### src/rtl/prochot_ctrl.sv
// Multi-socket PROCHOT# generator: synchronised, glitch-filtered causes gated by
// enables and qualification, with a guaranteed minimum assertion width and sticky flags.
module prochot_ctrl #(
  parameter int NUM_SKT        = 2,
  parameter int FILT_CYC       = 4,
  parameter int MIN_ASSERT_CYC = 2000
) (
  input  logic               iClk,
  input  logic               iRst_n,
  input  logic               iPwrOk,
  input  logic [NUM_SKT-1:0] iSktOcc_n,
  input  logic [NUM_SKT-1:0] iVrHot_n,
  input  logic [NUM_SKT-1:0] iPwrInAlert_n,
  input  logic               iSysThrottle,
  input  logic [2:0]         iSrcEn,
  input  logic               iStsClr,
  output logic [NUM_SKT-1:0] oProchot_n,
  output logic [NUM_SKT-1:0] oStsVrHot,
  output logic [NUM_SKT-1:0] oStsPwrAlert,
  output logic               oStsThrottle
);

  localparam int NIN = 2*NUM_SKT + 1;
  localparam int FW  = (FILT_CYC > 1) ? $clog2(FILT_CYC) : 1;
  localparam int CW  = $clog2(MIN_ASSERT_CYC + 1);
  localparam logic [FW-1:0] FILT_LAST = FW'(FILT_CYC - 1);
  localparam logic [CW-1:0] MIN_CNT   = CW'(MIN_ASSERT_CYC);

  typedef enum logic [1:0] {IDLE, ASSERT, HOLD} state_t;

  // All causes normalised to active-high so that reset value 0 means deasserted.
  logic [NIN-1:0] raw_asrt;
  logic [NIN-1:0] sync_p0, sync_p1, filt_p2;
  logic [FW-1:0]  filt_cnt_p2 [NIN];

  assign raw_asrt = {iSysThrottle, ~iPwrInAlert_n, ~iVrHot_n};

  // Stage p0/p1: two-flop synchroniser
  always_ff @(posedge iClk) begin
    if (!iRst_n) begin
      sync_p0 <= '0;
      sync_p1 <= '0;
    end else begin
      sync_p0 <= raw_asrt;
      sync_p1 <= sync_p0;
    end
  end

  // Stage p2: debounce, flip only after FILT_CYC consecutive disagreeing cycles
  always_ff @(posedge iClk) begin
    for (int i = 0; i < NIN; i++) begin
      if (!iRst_n) begin
        filt_p2[i]     <= 1'b0;
        filt_cnt_p2[i] <= '0;
      end else if (sync_p1[i] == filt_p2[i]) begin
        filt_cnt_p2[i] <= '0;
      end else if (filt_cnt_p2[i] == FILT_LAST) begin
        filt_p2[i]     <= sync_p1[i];
        filt_cnt_p2[i] <= '0;
      end else begin
        filt_cnt_p2[i] <= filt_cnt_p2[i] + FW'(1);
      end
    end
  end

  logic [NUM_SKT-1:0] vrhot_f, alert_f;
  logic               throttle_f;
  logic [NUM_SKT-1:0] cause, qual;

  assign vrhot_f    = filt_p2[NUM_SKT-1:0];
  assign alert_f    = filt_p2[2*NUM_SKT-1:NUM_SKT];
  assign throttle_f = filt_p2[NIN-1];

  assign cause = ({NUM_SKT{iSrcEn[0]}} & vrhot_f)
               | ({NUM_SKT{iSrcEn[1]}} & alert_f)
               | {NUM_SKT{iSrcEn[2] & throttle_f}};
  assign qual  = {NUM_SKT{iPwrOk}} & ~iSktOcc_n;

  state_t             state_p3     [NUM_SKT];
  state_t             state_nxt    [NUM_SKT];
  logic [CW-1:0]      cnt_p3       [NUM_SKT];
  logic [CW-1:0]      cnt_nxt      [NUM_SKT];
  logic [NUM_SKT-1:0] prochot_n_p3, prochot_n_nxt;

  // Stage p3: per-socket minimum-width FSM
  always_ff @(posedge iClk) begin
    for (int s = 0; s < NUM_SKT; s++) begin
      if (!iRst_n) begin
        state_p3[s]     <= IDLE;
        cnt_p3[s]       <= '0;
        prochot_n_p3[s] <= 1'b1;
      end else begin
        state_p3[s]     <= state_nxt[s];
        cnt_p3[s]       <= cnt_nxt[s];
        prochot_n_p3[s] <= prochot_n_nxt[s];
      end
    end
  end

  always_comb begin
    for (int s = 0; s < NUM_SKT; s++) begin
      state_nxt[s] = state_p3[s];
      if (!qual[s]) begin
        state_nxt[s] = IDLE;
      end else begin
        case (state_p3[s])
          IDLE:    if (cause[s]) state_nxt[s] = ASSERT;
          ASSERT:  if (!cause[s]) state_nxt[s] = (cnt_p3[s] >= MIN_CNT) ? IDLE : HOLD;
          HOLD: begin
            if (cause[s])                  state_nxt[s] = ASSERT;
            else if (cnt_p3[s] >= MIN_CNT) state_nxt[s] = IDLE;
          end
          default: state_nxt[s] = IDLE;
        endcase
      end
    end
  end

  // Counter holds the number of low cycles including the one being entered.
  always_comb begin
    for (int s = 0; s < NUM_SKT; s++) begin
      cnt_nxt[s]       = cnt_p3[s];
      prochot_n_nxt[s] = (state_nxt[s] == IDLE);
      if (state_nxt[s] == IDLE)
        cnt_nxt[s] = '0;
      else if (state_p3[s] == IDLE)
        cnt_nxt[s] = CW'(1);
      else if (cnt_p3[s] < MIN_CNT)
        cnt_nxt[s] = cnt_p3[s] + CW'(1);
    end
  end

  logic [NUM_SKT-1:0] sts_vr_p3, sts_pa_p3;
  logic               sts_thr_p3;
  logic [NUM_SKT-1:0] set_vr, set_pa;
  logic               set_thr;

  assign set_vr  = vrhot_f & {NUM_SKT{iSrcEn[0]}} & qual;
  assign set_pa  = alert_f & {NUM_SKT{iSrcEn[1]}} & qual;
  assign set_thr = throttle_f & iSrcEn[2] & (|qual);

  // Sticky flags: set has priority over a coincident clear
  always_ff @(posedge iClk) begin
    if (!iRst_n) begin
      sts_vr_p3  <= '0;
      sts_pa_p3  <= '0;
      sts_thr_p3 <= 1'b0;
    end else begin
      sts_vr_p3  <= set_vr | (sts_vr_p3 & {NUM_SKT{~iStsClr}});
      sts_pa_p3  <= set_pa | (sts_pa_p3 & {NUM_SKT{~iStsClr}});
      sts_thr_p3 <= set_thr | (sts_thr_p3 & ~iStsClr);
    end
  end

  assign oProchot_n   = prochot_n_p3;
  assign oStsVrHot    = sts_vr_p3;
  assign oStsPwrAlert = sts_pa_p3;
  assign oStsThrottle = sts_thr_p3;

endmodule

### config.mk
export PLATFORM = sky130hd
export DESIGN_NAME = prochot_ctrl
export DESIGN_NICKNAME = d
export VERILOG_FILES = /design/src/rtl/prochot_ctrl.sv
export SDC_FILE = /design/constraint.sdc
export NUM_CORES = 1
export LEC_CHECK = 0
export ABC_AREA = 1
export ABC_CLOCK_PERIOD_IN_PS = 1600
export BUFFER_PORTS_ARGS = -buffer_cell sky130_fd_sc_hd__buf_2
export CAP_MARGIN = 20
export CORE_MARGIN = 1.5
export CORE_UTILIZATION = 42
export CTS_CLUSTER_SIZE = 20
export DETAILED_ROUTE_END_ITERATION = 10
export MAX_ROUTING_LAYER = met4
export PLACE_DENSITY = 0.64
export SYNTH_ARGS = -nofsm -noshare
export SYNTH_HDL_FRONTEND = slang
export SYNTH_SLANG_ARGS = --single-unit
export TNS_END_PERCENT = 30
### constraint.sdc
create_clock -name iClk -period 1.6 [get_ports iClk]
set_input_delay 0.08 -clock iClk [delete_from_list [all_inputs] [get_ports iClk]]
set_output_delay 0.08 -clock iClk [all_outputs]
set_load 0.03 [all_outputs]
# After elaboration in Yosys (flattened, before gate mapping)
# Memories as Yosys holds them, arrays and structs flattened.
# Cells that the tools add are included.
[classes]
addsub = 7
magnitude_cmp = 4
eq_ne = 14
mux = 96
bitwise_logic = 43
n_reduce_logical = 10
[op_table]
columns = ["cell", "count"]
rows = [
  ["2-to-1 mux 11 bit", 8],
  ["2-to-1 mux 2 bit", 29],
  ["2-to-1 mux 1 bit", 57],
  ["adder 11 x 1 -> 11 bit (second input constant)", 2],
  [">= comparator 11 bit (second input constant)", 2],
  ["< comparator 11 bit (second input constant)", 2],
  ["OR 1 bit", 20],
  ["AND 2 bit", 7],
  ["== test 2 bit (second input constant)", 7],
  ["case mux 2 bit (3 select lines)", 2],
  ["adder 2 x 1 -> 2 bit (second input constant)", 5],
  ["AND reduction 2 bit", 5],
  ["logical NOT 2 bit", 4],
  ["OR 2 bit", 4],
  ["inverter 1 bit", 6],
  ["inverter 2 bit", 3],
  ["== test 1 bit", 5],
  ["== test 2 x 1 -> 1 bit (second input constant)", 2],
  ["AND 1 bit", 3],
  ["OR reduction 2 bit", 1],
]
[word_totals]
regBits = 22
mem_bits_rw = 36
inputBits = 14
output_inout_bits = 7
wordCells = 188
memories = 3
[memory_table]
columns = ["memory", "depth", "width", "rd", "rd_clocked_by_memory_dff", "write_ports", "line", "text"]
rows = [
  ["cnt_p3", 2, 11, 2, 0, 2, "81", "logic [CW-1:0] cnt_p3 [NUM_SKT];"],
  ["filt_cnt_p2", 5, 2, 5, 0, 5, "34", "logic [FW-1:0] filt_cnt_p2 [NIN];"],
  ["state_p3", 2, 2, 2, 0, 2, "79", "state_t state_p3 [NUM_SKT];"],
]

# Logic depth before layout (Yosys ltp)
[depth]
depth_word = 9
mapped_depth = 8
depth_no_buf = 8

# Worst setup path after synthesis
# No wires, ideal clock.
[synth_path]
path_kind = "register -> register"
from = "memory cnt_p3[1][0] (netlist bit)"
to = "memory cnt_p3[1][6] (netlist bit)"
setup_ps = 129
arrival_ps = 1111
required_time_ps = 1471
setup_slack_ps = 361
path_stages_with_launch = 9
path_buffers = 0
period_less_slack_ps = 1239
path_cell_list = "dfxtp_1 -> ha_1 -> nand3_1 -> nor2_1 -> nand2_1 -> nand2_1 -> nand2_1 -> nor2_1 -> nor2_1"
[synth_lines]
columns = ["item", "line"]
rows = [
  ["start, declared", "81"],
]

==> metrics.yaml <==
hold_slack_ns: 0.06919
dp_hpwl_um: 3485
grt_pass1_vias: 2037
drcViolationCount: 0
critPathArrivalTime_ns: 1.58
rsz0062_at_grt: "false"
n_antenna_cell: 0
p_sw_share_pct: 20.76
detail_route.wl_per_cell_um: 9.871
p_clk_share_pct: 46.2
io_pins: 21
p_comb_share_pct: 3.9
synth_top_area_cell: "dfxtp_1"
synth_area_leaders: "dfxtp_1 36%, edfxtp_1 11%, nand2_1 9.6%"
syn_area_per_cell_um2: 7.619
drtIter0Drc: 101
fmax_mhz: 729.5
min_path_type: "primary input to flop"
placed_area_um2: 2868
die_w_um: 82.45
setup_viol: 0
p_per_area_nw_per_um2: 982.9
tns_ns: 0
layout.filler_cells: 591
syn_area_um2: 2651
synth_seq_cells: 58
dieArea_um2: 6798
fin_crit_ns: 1.371
synth-edff-count: 10
grt_usage_pct: 17.06
slew_viol_final: 0
finalCritPeriodShare_pct: 85.67
ys_seq_area_share_pct: 47.57
cp-end-kind: "flop"
p_seq_share_pct: 50.0
path_clk_slew_ns: 0.06
ys_warn_count: 0
start_util_pct: 44.26
stdcell_area_um2: 3129
crit_path_start_kind: "flop"
cp.required_ns: 1.81
std_cell_rows: 28
synthCells: 348
io_buffers: 20
cp_common_cell: "nand2_1"
pre_cts_ws_ns: 0.2079
path_class: "flop to flop"
max_cap_viol_count: 0
cts_buffer_depth: 2
cts.sinks: 58
crit_path_max_incr_delay_ns: 0.40
yosysMostFrequentCell: "nand2_1"
cts_buffers: 9
cts_tree: "done"
p_int_w: 0.002437
first_pass_iters: 4
p_switching_w: 0.0006386
gp_congestion: 0.8261
drive_gt1_share_pct: 11.59
grt_pass1_wl_um: 8280
grt_overflow_total: 0
cts_root_buf: "clkbuf_8"
vias: 2131
die_h_um: 82.45
status: "complete, no violations"
htree_levels: 3
max-vdd-ir-drop_mv: 0.6876
antenna_found_initial: 0
routed_wirelength_um: 4659
syn2layout_area_growth_pct: 18.03
vias_per_cell: 4.515
layout_setup_ws_ns: 0.2293
hold_viol: 0
fp.coreArea_um2: 5991
ys.flop_type: "dfxtp_1"
postRouteAntennaNets: 0
nNetsFinal: 415
cp_max_fo: 5
synthTopCellsByCount: "68 x nand2_1, 67 x inv_1, 64 x nor2_1, 48 x dfxtp_1, 15 x nand3_1"
clkLatencyLatePin_ns: 0.33
crit_chain: "ha_1, nand3_1, nor2_2, nand2_1, nand2_1, nand2_1, nor2_1, nor2_1"
skew_ns: 0.008432
synth_cell_types: 32
cp_slowest_cell: "dfxtp_1"
grt_max_degree: 14
yosys.area.top_type_share_pct: 36.24
synthArstFlopShare_pct: 0
static-leakage-power_nw: 1.429
-- final timing paths --
check | from | end | slack [ns] | depth (start not counted)
min | iRst_n | sync_p1[1]$_SDFF_PN0_ | 0.07 | 3
min reg2reg | sync_p0[2]$_SDFF_PN0_ | sync_p1[2]$_SDFF_PN0_ | 0.41 | 2
max reg2reg | cnt_p3[1][0]$_SDFFE_PP0P_ | cnt_p3[1][6]$_SDFFE_PP0N_ | 0.23 | 8
max | cnt_p3[1][0]$_SDFFE_PP0P_ | cnt_p3[1][6]$_SDFFE_PP0N_ | 0.23 | 8
-- sequential cells by signal (all words and copies together), names as in the netlist --
register and flops:
state_p3 4, filt_p2 5, oStsThrottle 1, oStsPwrAlert 2
oStsVrHot 2, oProchot_n 2, sync_p1 5, filt_cnt_p2 10
cnt_p3 22, sync_p0 5
-- layout by cell type (no fill, tap or decap), types with 2 or more instances in the layout --
cell,n
nand2_1,68
inv_1,67
nor2_1,63
dfxtp_1,48
buf_2,20
nand3_1,15
a21oi_1,14
o21ai_0,12
edfxtp_1,10
conb_1,10
ha_1,9
clkbuf_8,9
nand4_1,6
o211ai_1,5
dlygate4sd3_1,5
o22ai_1,4
xnor2_1,4
buf_4,3
nor2_2,2
or2_2,2
o21ai_1,2
clkinv_1,2
bufinv_16,2
-- kinds of logic after synthesis --
family	count (synthesis)	synth area share, %
buf+inv	71	10.76
flops	58	47.57
simple gates	163	26.19
compound gates	41	9.439
fa+ha+maj	9	4.247
other cells	1	0.1414
xor+xnor	5	1.652
-- per-stage QoR --
step | std cells | util (%) | total power, W
2_1_floorplan | 357 | - | 0.001641
3_3_place_gp | 451 | 47.87 | 0.001676
3_5_place_dp | 451 | 47.87 | 0.001680
4_1_cts | 472 | 52.19 | 0.003124
5_1_grt | 472 | 52.23 | 0.003215
6_report | 472 | 52.23 | 0.003076
-- area by class of cell --
class / count / area (um2) / area share (%)
clock inverter: 6 / 81.33 / 2.599
timing repair buffer: 28 / 172.7 / 5.518
inverter: 67 / 251.5 / 8.037
multi-input combinational: 228 / 1141 / 36.47
sequential: 58 / 1261 / 40.30
tap: 75 / 93.84 / 2.999
clock buffer: 10 / 127.6 / 4.078
-- per-layer routing --
metal	track usage, %	share of wire, %	vias up	wire length (um)
li1	-	-	1163	-
met5	-	0	-	0
met4	8.136	1.5	0	71
met1	18.26	49	942	2271
met3	7.033	3.8	7	178
met2	27.32	46	19	2137
-- power groups by stage --
stage                     Clock (W)  Sequential [W]  Combinational, W
after global routing        0.00154         0.00154          0.000137
after CTS                   0.00147         0.00154          0.000120
after global placement            0         0.00157          0.000107
after floorplan                   0         0.00157         0.0000719
final                       0.00142         0.00154          0.000119
after detailed placement          0         0.00157          0.000110
-- critical path, delay by kind of cell, from the launching register on --
| kind | cells | cell delay [ns] |
|---|---|---|
| flip-flops | 1 | 0.40 |
| adder cells (fa/ha/maj) | 1 | 0.21 |
| AND/OR/NAND/NOR | 7 | 0.65 |
-- timing repair --
item	CTS	global route
hold endpoints to repair	5	0
hold buffers	5	0
resized for setup	0	1
endpoints found under the setup margin	0	1
setup buffers	0	0
No activity file was read; power rests on OpenSTA's default activity.
